===== src/rtl/calc_core.sv =====
// calc_core: debounced enter button, operand A/B entry FSM and 8-bit signed add/subtract.
module calc_core #(
    parameter int unsigned DEBOUNCE_CYCLES = 4
) (
    input  logic       clk,
    input  logic       rst,
    input  logic [7:0] sw_data,
    input  logic       sw_op,
    input  logic       btn_enter,
    output logic [7:0] result,
    output logic       overflow,
    output logic       result_valid,
    output logic [1:0] state_code
);

    localparam int unsigned DW = 8;
    localparam int unsigned CW = 16;

    typedef enum logic [1:0] {
        GET_A = 2'b00,
        GET_B = 2'b01,
        CALC  = 2'b10,
        SHOW  = 2'b11
    } state_e;

    // Button synchronizer and debouncer state
    logic          sync1_q, sync2_q;
    logic          deb_q, deb_d, deb_prev_q;
    logic [CW-1:0] cnt_q, cnt_d;
    logic          strobe_c;

    // Switch sample registers, operand latches and FSM state
    logic [DW-1:0] data_q;
    logic          op_s_q;
    state_e        state_q, state_d;
    logic [DW-1:0] a_q, a_d, b_q, b_d;
    logic          op_q, op_d;
    logic [DW-1:0] result_q, result_d;
    logic          ovf_q, ovf_d;
    logic          valid_q, valid_d;

    // Arithmetic datapath
    logic [DW-1:0] b_eff_c;
    logic [DW-1:0] sum_c;
    logic          ovf_c;

    // Debounce counter: counts while synchronized level disagrees, commits after DEBOUNCE_CYCLES samples
    always_comb begin
        deb_d = deb_q;
        cnt_d = '0;
        if (sync2_q != deb_q) begin
            if (cnt_q == CW'(DEBOUNCE_CYCLES - 1)) begin
                deb_d = sync2_q;
            end else begin
                cnt_d = cnt_q + CW'(1);
            end
        end
    end

    assign strobe_c = deb_q & ~deb_prev_q;

    // Add or subtract (A + ~B + 1) with signed overflow from operand signs
    assign b_eff_c = op_q ? ~b_q : b_q;
    assign sum_c   = a_q + b_eff_c + DW'(op_q);
    assign ovf_c   = op_q ? ((a_q[DW-1] != b_q[DW-1]) && (sum_c[DW-1] != a_q[DW-1]))
                          : ((a_q[DW-1] == b_q[DW-1]) && (sum_c[DW-1] != a_q[DW-1]));

    // Next-state and registered-output logic for the entry/compute/show sequence
    always_comb begin
        state_d  = state_q;
        a_d      = a_q;
        b_d      = b_q;
        op_d     = op_q;
        result_d = result_q;
        ovf_d    = ovf_q;
        valid_d  = valid_q;
        unique case (state_q)
            GET_A: begin
                result_d = data_q;
                if (strobe_c) begin
                    a_d     = data_q;
                    state_d = GET_B;
                end
            end
            GET_B: begin
                result_d = data_q;
                if (strobe_c) begin
                    b_d     = data_q;
                    op_d    = op_s_q;
                    state_d = CALC;
                end
            end
            CALC: begin
                result_d = sum_c;
                ovf_d    = ovf_c;
                valid_d  = 1'b1;
                state_d  = SHOW;
            end
            SHOW: begin
                if (strobe_c) begin
                    ovf_d   = 1'b0;
                    valid_d = 1'b0;
                    state_d = GET_A;
                end
            end
            default: state_d = GET_A;
        endcase
    end

    // All state registers; synchronizer and debounced level reset high so a held button cannot fire
    always_ff @(posedge clk or posedge rst) begin
        if (rst) begin
            sync1_q    <= 1'b1;
            sync2_q    <= 1'b1;
            deb_q      <= 1'b1;
            deb_prev_q <= 1'b1;
            cnt_q      <= '0;
            data_q     <= '0;
            op_s_q     <= 1'b0;
            state_q    <= GET_A;
            a_q        <= '0;
            b_q        <= '0;
            op_q       <= 1'b0;
            result_q   <= '0;
            ovf_q      <= 1'b0;
            valid_q    <= 1'b0;
        end else begin
            sync1_q    <= btn_enter;
            sync2_q    <= sync1_q;
            deb_q      <= deb_d;
            deb_prev_q <= deb_q;
            cnt_q      <= cnt_d;
            data_q     <= sw_data;
            op_s_q     <= sw_op;
            state_q    <= state_d;
            a_q        <= a_d;
            b_q        <= b_d;
            op_q       <= op_d;
            result_q   <= result_d;
            ovf_q      <= ovf_d;
            valid_q    <= valid_d;
        end
    end

    assign result       = result_q;
    assign overflow     = ovf_q;
    assign result_valid = valid_q;
    assign state_code   = state_q;

endmodule


===== config.mk =====
export PLATFORM = sky130hd
export DESIGN_NAME = calc_core
export DESIGN_NICKNAME = d
export VERILOG_FILES = /design/src/rtl/calc_core.sv
export SDC_FILE = /design/constraint.sdc
export NUM_CORES = 1
export LEC_CHECK = 0
export CAP_MARGIN = 20
export CORE_ASPECT_RATIO = 1.5
export CORE_MARGIN = 2
export CORE_UTILIZATION = 60
export CTS_CLUSTER_SIZE = 8
export DETAILED_ROUTE_END_ITERATION = 10
export GPL_ROUTABILITY_DRIVEN = 0
export PLACE_DENSITY = 0.82
export SLEW_MARGIN = 20
export SYNTH_ARGS = -nofsm -noshare
export SYNTH_HDL_FRONTEND = slang
export SYNTH_SLANG_ARGS = --single-unit

===== constraint.sdc =====
create_clock -name clk -period 5.9 [get_ports clk]
set_input_delay 0.885 -clock clk [delete_from_list [all_inputs] [get_ports clk]]
set_output_delay 0.885 -clock clk [all_outputs]
set_load 0.005 [all_outputs]

==> flow_summary.yaml, run 1 <==
sta:
  maxSlewHeadroom_pct: 53.81
  maxSlewViolCount: 0
  rsz0062_at_grt: "false"
  final.min_clock_period_ps: 2490
  final_worst_clock_skew_ps: 6.890
  timing.final.hold_violations: 0
  post-route-period-util_pct: 42.20
  timing.final.setup_violations: 0
  setup-tns-final_ps: 0
  maxClockFrequency_mhz: 401.7
  measured_slew_at_the_worst_slew_check_pin_ps: 692.8
cts:
  clk_transition_reported_paths_ps: 60
  clk_latency_ps: 340
  cts_tree: "built"
  cts.root.buffer_cell: "sky130_fd_sc_hd__clkbuf_8"
  post_cts_setup_inserts: 0
  h-tree-depth: 3
  clock-sinks: 58
  cts_resized: 0
  number_of_hold_buffers_added_after_cts: 0
  cts_made_buffers: 9
  maximum_count_of_clock_buffers_along_a_single_path: 2
drt:
  dr_vias: 1825
  viasPerCell: 5.757
  drtIter0Drc: 89
  drc: 0
  wl_per_cell_um: 14.89
  route.antenna.remaining_nets: 0
  routed_wl_um: 4720
  firstDrtPassIters: 4
run_status:
  outcome: "complete, no violations"
yosys:
  yosys-top-cells-area: "sky130_fd_sc_hd__dfrtp_1 49%, sky130_fd_sc_hd__mux2_2 7.8%, sky130_fd_sc_hd__xor2_1 6.4%"
  synth_area_per_inst_um2: 11.73
  synth_nets: 260
  synth_edf_count: 0
  yosys_register_bits: 58
  yosys_warnings: 0
  synth.lib_cells_used.distinct: 43
  synth.cell_area_um2: 2756
  async_flop_share_pct: 100.0
  synth_top_cell_by_area: "sky130_fd_sc_hd__dfrtp_1"
  synth_largest_type_area_fraction_pct: 49.02
  synth-seq-area-share_pct: 52.84
  post_synth_inst_count: 235
  synth_ff_type: "sky130_fd_sc_hd__dfrtp_1"
floorplan:
  fp-row-count: 30
  initial_util_pct: 61.71
  core_area_um2: 4467
  io_pins: 24
  die_area_um2: 5163
  die-width_um: 59.34
  die_height_um: 87.01
global_routing:
  largest_net_degree_at_the_start_of_global_routing: 59
  vias_in_the_first_global_route: 1914
  first_pass_grt_wire_length_um: 8397
  antenna_found_initial: 0
  grt_usage_pct: 22.19
  globalRouteOverflowTotal: 0
finish:
  layout.cells.most_common_list: "54 x sky130_fd_sc_hd__dfrtp_1, 23 x sky130_fd_sc_hd__clkdlybuf4s50_1, 20 x sky130_fd_sc_hd__xor2_1, 20 x sky130_fd_sc_hd__nor2_1, 19 x sky130_fd_sc_hd__mux2_2"
  net_count_of_the_finished_layout: 289
  area_growth_syn_to_layout_pct: 18.79
  final_layout_size_suffix_gt1_share_pct: 17.10
  antennaDiodeCount: 0
  most_common_library_cell_in_the_layout_ignoring_fill_and_taps: "sky130_fd_sc_hd__dfrtp_1"
  final_cell_area_um2: 3274
  fill_cells: 298
power_and_ir_drop:
  power.density_nw_per_um2: 599.3
  vdd_drop_max_mv: 0.2598
  static-leakage-power_nw: 1.450
setup_path:
  cp-start-kind: "flop"
  worst-r2r-cell-count: 7
  critical_path_peak_fanout: 9
  timing.critical_path.to_type: "flop"
  worstSetupPathType: "flop to flop"
  critical_path_required_ps: 6110
  worst_ep_arrival_time_ps: 2700
worst_hold_path:
  min-delay-path-class: "flop to flop"
  hold_depth: 0
job:
  maxCapViolCount: 0
placement:
  post-dp-hpwl_um: 3227
  port_buffers: 23
  cell_area_placed_um2: 3023
-- final cells by class --
cell class                      instances  area (um^2)  share of cell area (%)
Sequential cell                        58         1456                   44.48
Multi-Input combinational cell        166         1250                   38.17
Timing Repair Buffer                   24        237.7                   7.260
Clock buffer                           11        151.4                   4.624
Clock inverter                          5        100.1                   3.057
Tap cell                               48        60.06                   1.834
Inverter                                5        18.77                  0.5732
-- metrics by stage --
step / instances / hold slack, ps / utilization [%] / total power, mW / setup slack, ps
final: 317 / 355.5 / 73.31 / 1.962 / 3410
after CTS: 317 / 357.0 / 73.31 / 1.980 / 3409
after global routing: 317 / 362.6 / 73.31 / 2.117 / 3287
after floorplan: 235 / 345.2 / - / 1.286 / 3594
after global placement: 301 / 346.6 / 67.68 / 1.478 / 3484
after detailed placement: 301 / 347.5 / 67.68 / 1.511 / 3437
-- worst max-delay path, stage by stage, from the launching register on --
cell and delay, ps:
sky130_fd_sc_hd__dfrtp_1 520, sky130_fd_sc_hd__mux2_4 350, sky130_fd_sc_hd__fa_1 420, sky130_fd_sc_hd__a211oi_1 290
sky130_fd_sc_hd__o21bai_1 120, sky130_fd_sc_hd__a21oi_1 200, sky130_fd_sc_hd__nor4b_1 70, sky130_fd_sc_hd__or3_1 380
-- cells in the mapped netlist, types with 5 or more instances --
cell / count
sky130_fd_sc_hd__nand4_1: 5
sky130_fd_sc_hd__nand2_1: 15
sky130_fd_sc_hd__xnor2_1: 5
sky130_fd_sc_hd__a21oi_1: 8
sky130_fd_sc_hd__dfrtp_1: 54
sky130_fd_sc_hd__mux2_2: 19
sky130_fd_sc_hd__xor2_1: 20
sky130_fd_sc_hd__ha_1: 12
sky130_fd_sc_hd__inv_1: 5
sky130_fd_sc_hd__o21ai_0: 13
sky130_fd_sc_hd__nor2_1: 20
-- routing by layer --
metal  share of wire, %  track usage [%]  vias up
li1                   -                -      880
met1                 41            24.70      907
met2                 53            37.56       29
met3                3.2            6.835        9
met4                2.4            10.74        0
met5                  0                0        -
-- report_power, final --
part | switching [mW] | internal, mW | total (mW)
clock | 0.151 | 0.302 | 0.453
sequential | 0.100 | 0.527 | 0.627
combinational | 0.435 | 0.447 | 0.882
total | 0.687 | 1.28 | 1.96
-- final timing paths --
kind / start / endpoint / slack, ps
worst max-delay path: op_q / result[6] / 3410
worst min-delay path: sync1_q / sync2_q / 360
worst max register to register: op_q / result[6] / 3410
worst min register to register: sync1_q / sync2_q / 360
max in group asynchronous: rst / result[5] / 4380
min in group asynchronous: rst / result[0] / 1050
-- state kept, by name (all words and copies together), names as in the netlist --
register / cells
deb_q: 1
op_s_q: 1
overflow: 1
op_q: 1
state_code: 2
deb_prev_q: 1
b_q: 8
data_q: 8
result_valid: 1
cnt_q: 16
a_q: 8
result: 8
sync1_q: 1
sync2_q: 1
-- cells by family (layout without fill, tap and decap cells) --
logic type               Yosys count  count (layout)  synth area share [%]
adder cells (fa/ha/maj)           13              13                 6.173
multiplexers                      22              22                 9.033
AND/OR/NAND/NOR                   71              71                 13.30
XOR/XNOR                          25              25                 7.944
AO/OA/AOI/OAI                     35              35                 8.897
flip-flops                        58              58                 52.84
buffers and inverters             11              45                 1.815
Note: power is estimated with default switching activity, not from simulation.
==> run 2, diff against run 1 <==
Settings changed: CORE_UTILIZATION 60 to 51, PLACE_DENSITY 0.82 to 0.75.
Clock period 5.9 ns to 2 ns, I/O delays scaled along.
==> run 2 against run 1 <==
Against the previous run: the run now ends with negative setup slack left; die area rose by 17%; clock skew barely moved; core utilization fell by 6.6 points; register-to-register slack got worse by 3600 ps; global-route usage fell by 2.9 points; routed wire length rose by 8.3%; clock power rose by 100%; largest cell class unchanged; fmax rose by 13%; first-iteration DRC count rose by 6.7%; via count rose by 4.4%; combinational power rose to 3.9 times the previous value; count of clock-buffer cells in the layout rose by 2.
==> flow_summary.yaml, run 2 (synthesized netlist as in run 1, its figures left out) <==
power_and_ir_drop:
  power.density_nw_per_um2: 1783
  static-leakage-power_nw: 1.531
  power_mw: 6.140
  vdd_drop_max_mv: 0.6283
setup_path:
  critical_path_peak_fanout: 5
  worst-r2r-cell-count: 8
  cp-start-kind: "flop"
  worst_ep_arrival_time_ps: 2420
  worstSetupPathType: "flop to flop"
  critical_path_required_ps: 2210
  timing.critical_path.to_type: "flop"
job:
  maxCapViolCount: 0
drt:
  route.antenna.remaining_nets: 0
  wl_per_cell_um: 14.20
  routed_wl_um: 5111
  viasPerCell: 5.294
  drtIter0Drc: 95
  firstDrtPassIters: 4
  dr_vias: 1906
  drc: 0
finish:
  largest_register_ffs: 16
  final_cell_area_um2: 3443
  net_count_of_the_finished_layout: 312
  area_growth_syn_to_layout_pct: 24.92
  final-instance-count-excl-fill: 360
  final_layout_size_suffix_gt1_share_pct: 26.37
  antennaDiodeCount: 0
  layout.cells.most_common_list: "53 x sky130_fd_sc_hd__dfrtp_1, 23 x sky130_fd_sc_hd__clkdlybuf4s50_1, 21 x sky130_fd_sc_hd__buf_4"
  most_common_library_cell_in_the_layout_ignoring_fill_and_taps: "sky130_fd_sc_hd__dfrtp_1"
  max_flop_register: "cnt_q"
worst_hold_path:
  min-delay-path-class: "primary input to asynchronous set/reset pin"
floorplan:
  fp-row-count: 32
  die_height_um: 94.04
  initial_util_pct: 53.37
  die_area_um2: 6021
  io_pins: 24
  core_area_um2: 5165
  die-width_um: 64.03
cts:
  cts.root.buffer_cell: "sky130_fd_sc_hd__clkbuf_8"
  cts_tree: "built"
  maximum_count_of_clock_buffers_along_a_single_path: 2
  cts_made_buffers: 9
  number_of_hold_buffers_added_after_cts: 0
  clk_latency_ps: 340
  clk_transition_reported_paths_ps: 60
  clock-sinks: 58
  h-tree-depth: 3
placement:
  post-dp-hpwl_um: 3633
  detailedPlace.worstSlack_ps: -194.7
  placed_cells: 340
  port_buffers: 23
  cell_area_placed_um2: 3201
global_routing:
  antenna_found_initial: 0
  first_pass_grt_wire_length_um: 8659
  grt_usage_pct: 19.25
  globalRouteOverflowTotal: 0
  vias_in_the_first_global_route: 1918
  largest_net_degree_at_the_start_of_global_routing: 37
sta:
  rsz0062_at_grt: "true"
  timing.final.setup_violations: 4
  post-route-period-util_pct: 110.3
  timing.final.ws_setup_ps: -206.1
  final_worst_clock_skew_ps: 6.898
  setup-tns-final_ps: -621.4
  maxSlewHeadroom_pct: 70.57
  maxClockFrequency_mhz: 453.3
  final.min_clock_period_ps: 2206
  measured_slew_at_the_worst_slew_check_pin_ps: 441.5
  maxSlewViolCount: 0
  timing.final.hold_violations: 0
run_status:
  outcome: "complete, but fails checks"
  violations: "negative setup slack"
[run 2: cell types whose count changed in the layout (fill, tap and decap cells not counted), sizes merged]
cell	previous run	this run
buf	1	24
bufinv	3	0
clkbuf	11	13
clkinv	2	3
[run 2: path summary, 6_finish.rpt]
path	from	endpoint	slack, ps
max reg2reg	op_q	overflow	-210
max	op_q	overflow	-210
min reg2reg	sync1_q	sync2_q	360
min	rst	cnt_q[3]	150
min in group clk	sync1_q	sync2_q	360
max in group asynchronous	rst	deb_prev_q	1200
[run 2: per-stage QoR]
step | hold WS (ps) | util (%)
final | 145.3 | 66.67
after global routing | 139.7 | 66.67
after CTS | 131.5 | 65.46
after detailed placement | 346.8 | 61.97
after global placement | 345.2 | 61.97
after floorplan | 304.5 | -
[run 2: area by class of cell]
cell class,count,area (um^2)
well taps,68,85.08
repair buffers,47,421.7
flip-flops and latches,58,1458
clock inverters,3,15.01
fillers,391,1722
multi-input cells,166,1296
clock buffers,13,148.9
inverters,5,18.77
[run 2: power breakdown]
| part | leakage [nW] | total, mW | switching (mW) | internal [mW] |
|---|---|---|---|---|
| logic | 0.733 | 3.41 | 1.52 | 1.89 |
| clock network | 0.0872 | 0.914 | 0.437 | 0.477 |
| registers | 0.711 | 1.82 | 0.263 | 1.56 |
| total | 1.53 | 6.14 | 2.22 | 3.92 |
[run 2: repair_timing]
| action | in CTS | in global routing |
|---|---|---|
| resized for setup | 2 | 12 |
| endpoints found under the setup margin | 5 | 6 |
| pin swaps | 0 | 16 |
| buffers inserted | 1 | 3 |
[run 2: critical path: stages (launching register included)]
cell and delay [ps]:
sky130_fd_sc_hd__dfrtp_2 440, sky130_fd_sc_hd__buf_6 140, sky130_fd_sc_hd__xor2_1 150, sky130_fd_sc_hd__ha_1 340, sky130_fd_sc_hd__a21o_1 190, sky130_fd_sc_hd__a221o_1 360
sky130_fd_sc_hd__a31oi_4 210, sky130_fd_sc_hd__or3_4 170, sky130_fd_sc_hd__a41oi_2 70
[run 2: layer usage]
layer / up-vias / GRT usage (%) / part of all wire, % / wire length [um]
li1: 927 / - / - / -
met1: 921 / 22.09 / 42 / 2154
met2: 46 / 31.77 / 51 / 2619
met3: 12 / 6.235 / 4.1 / 209
met4: 0 / 9.964 / 2.5 / 127
met5: - / 0 / 0 / 0
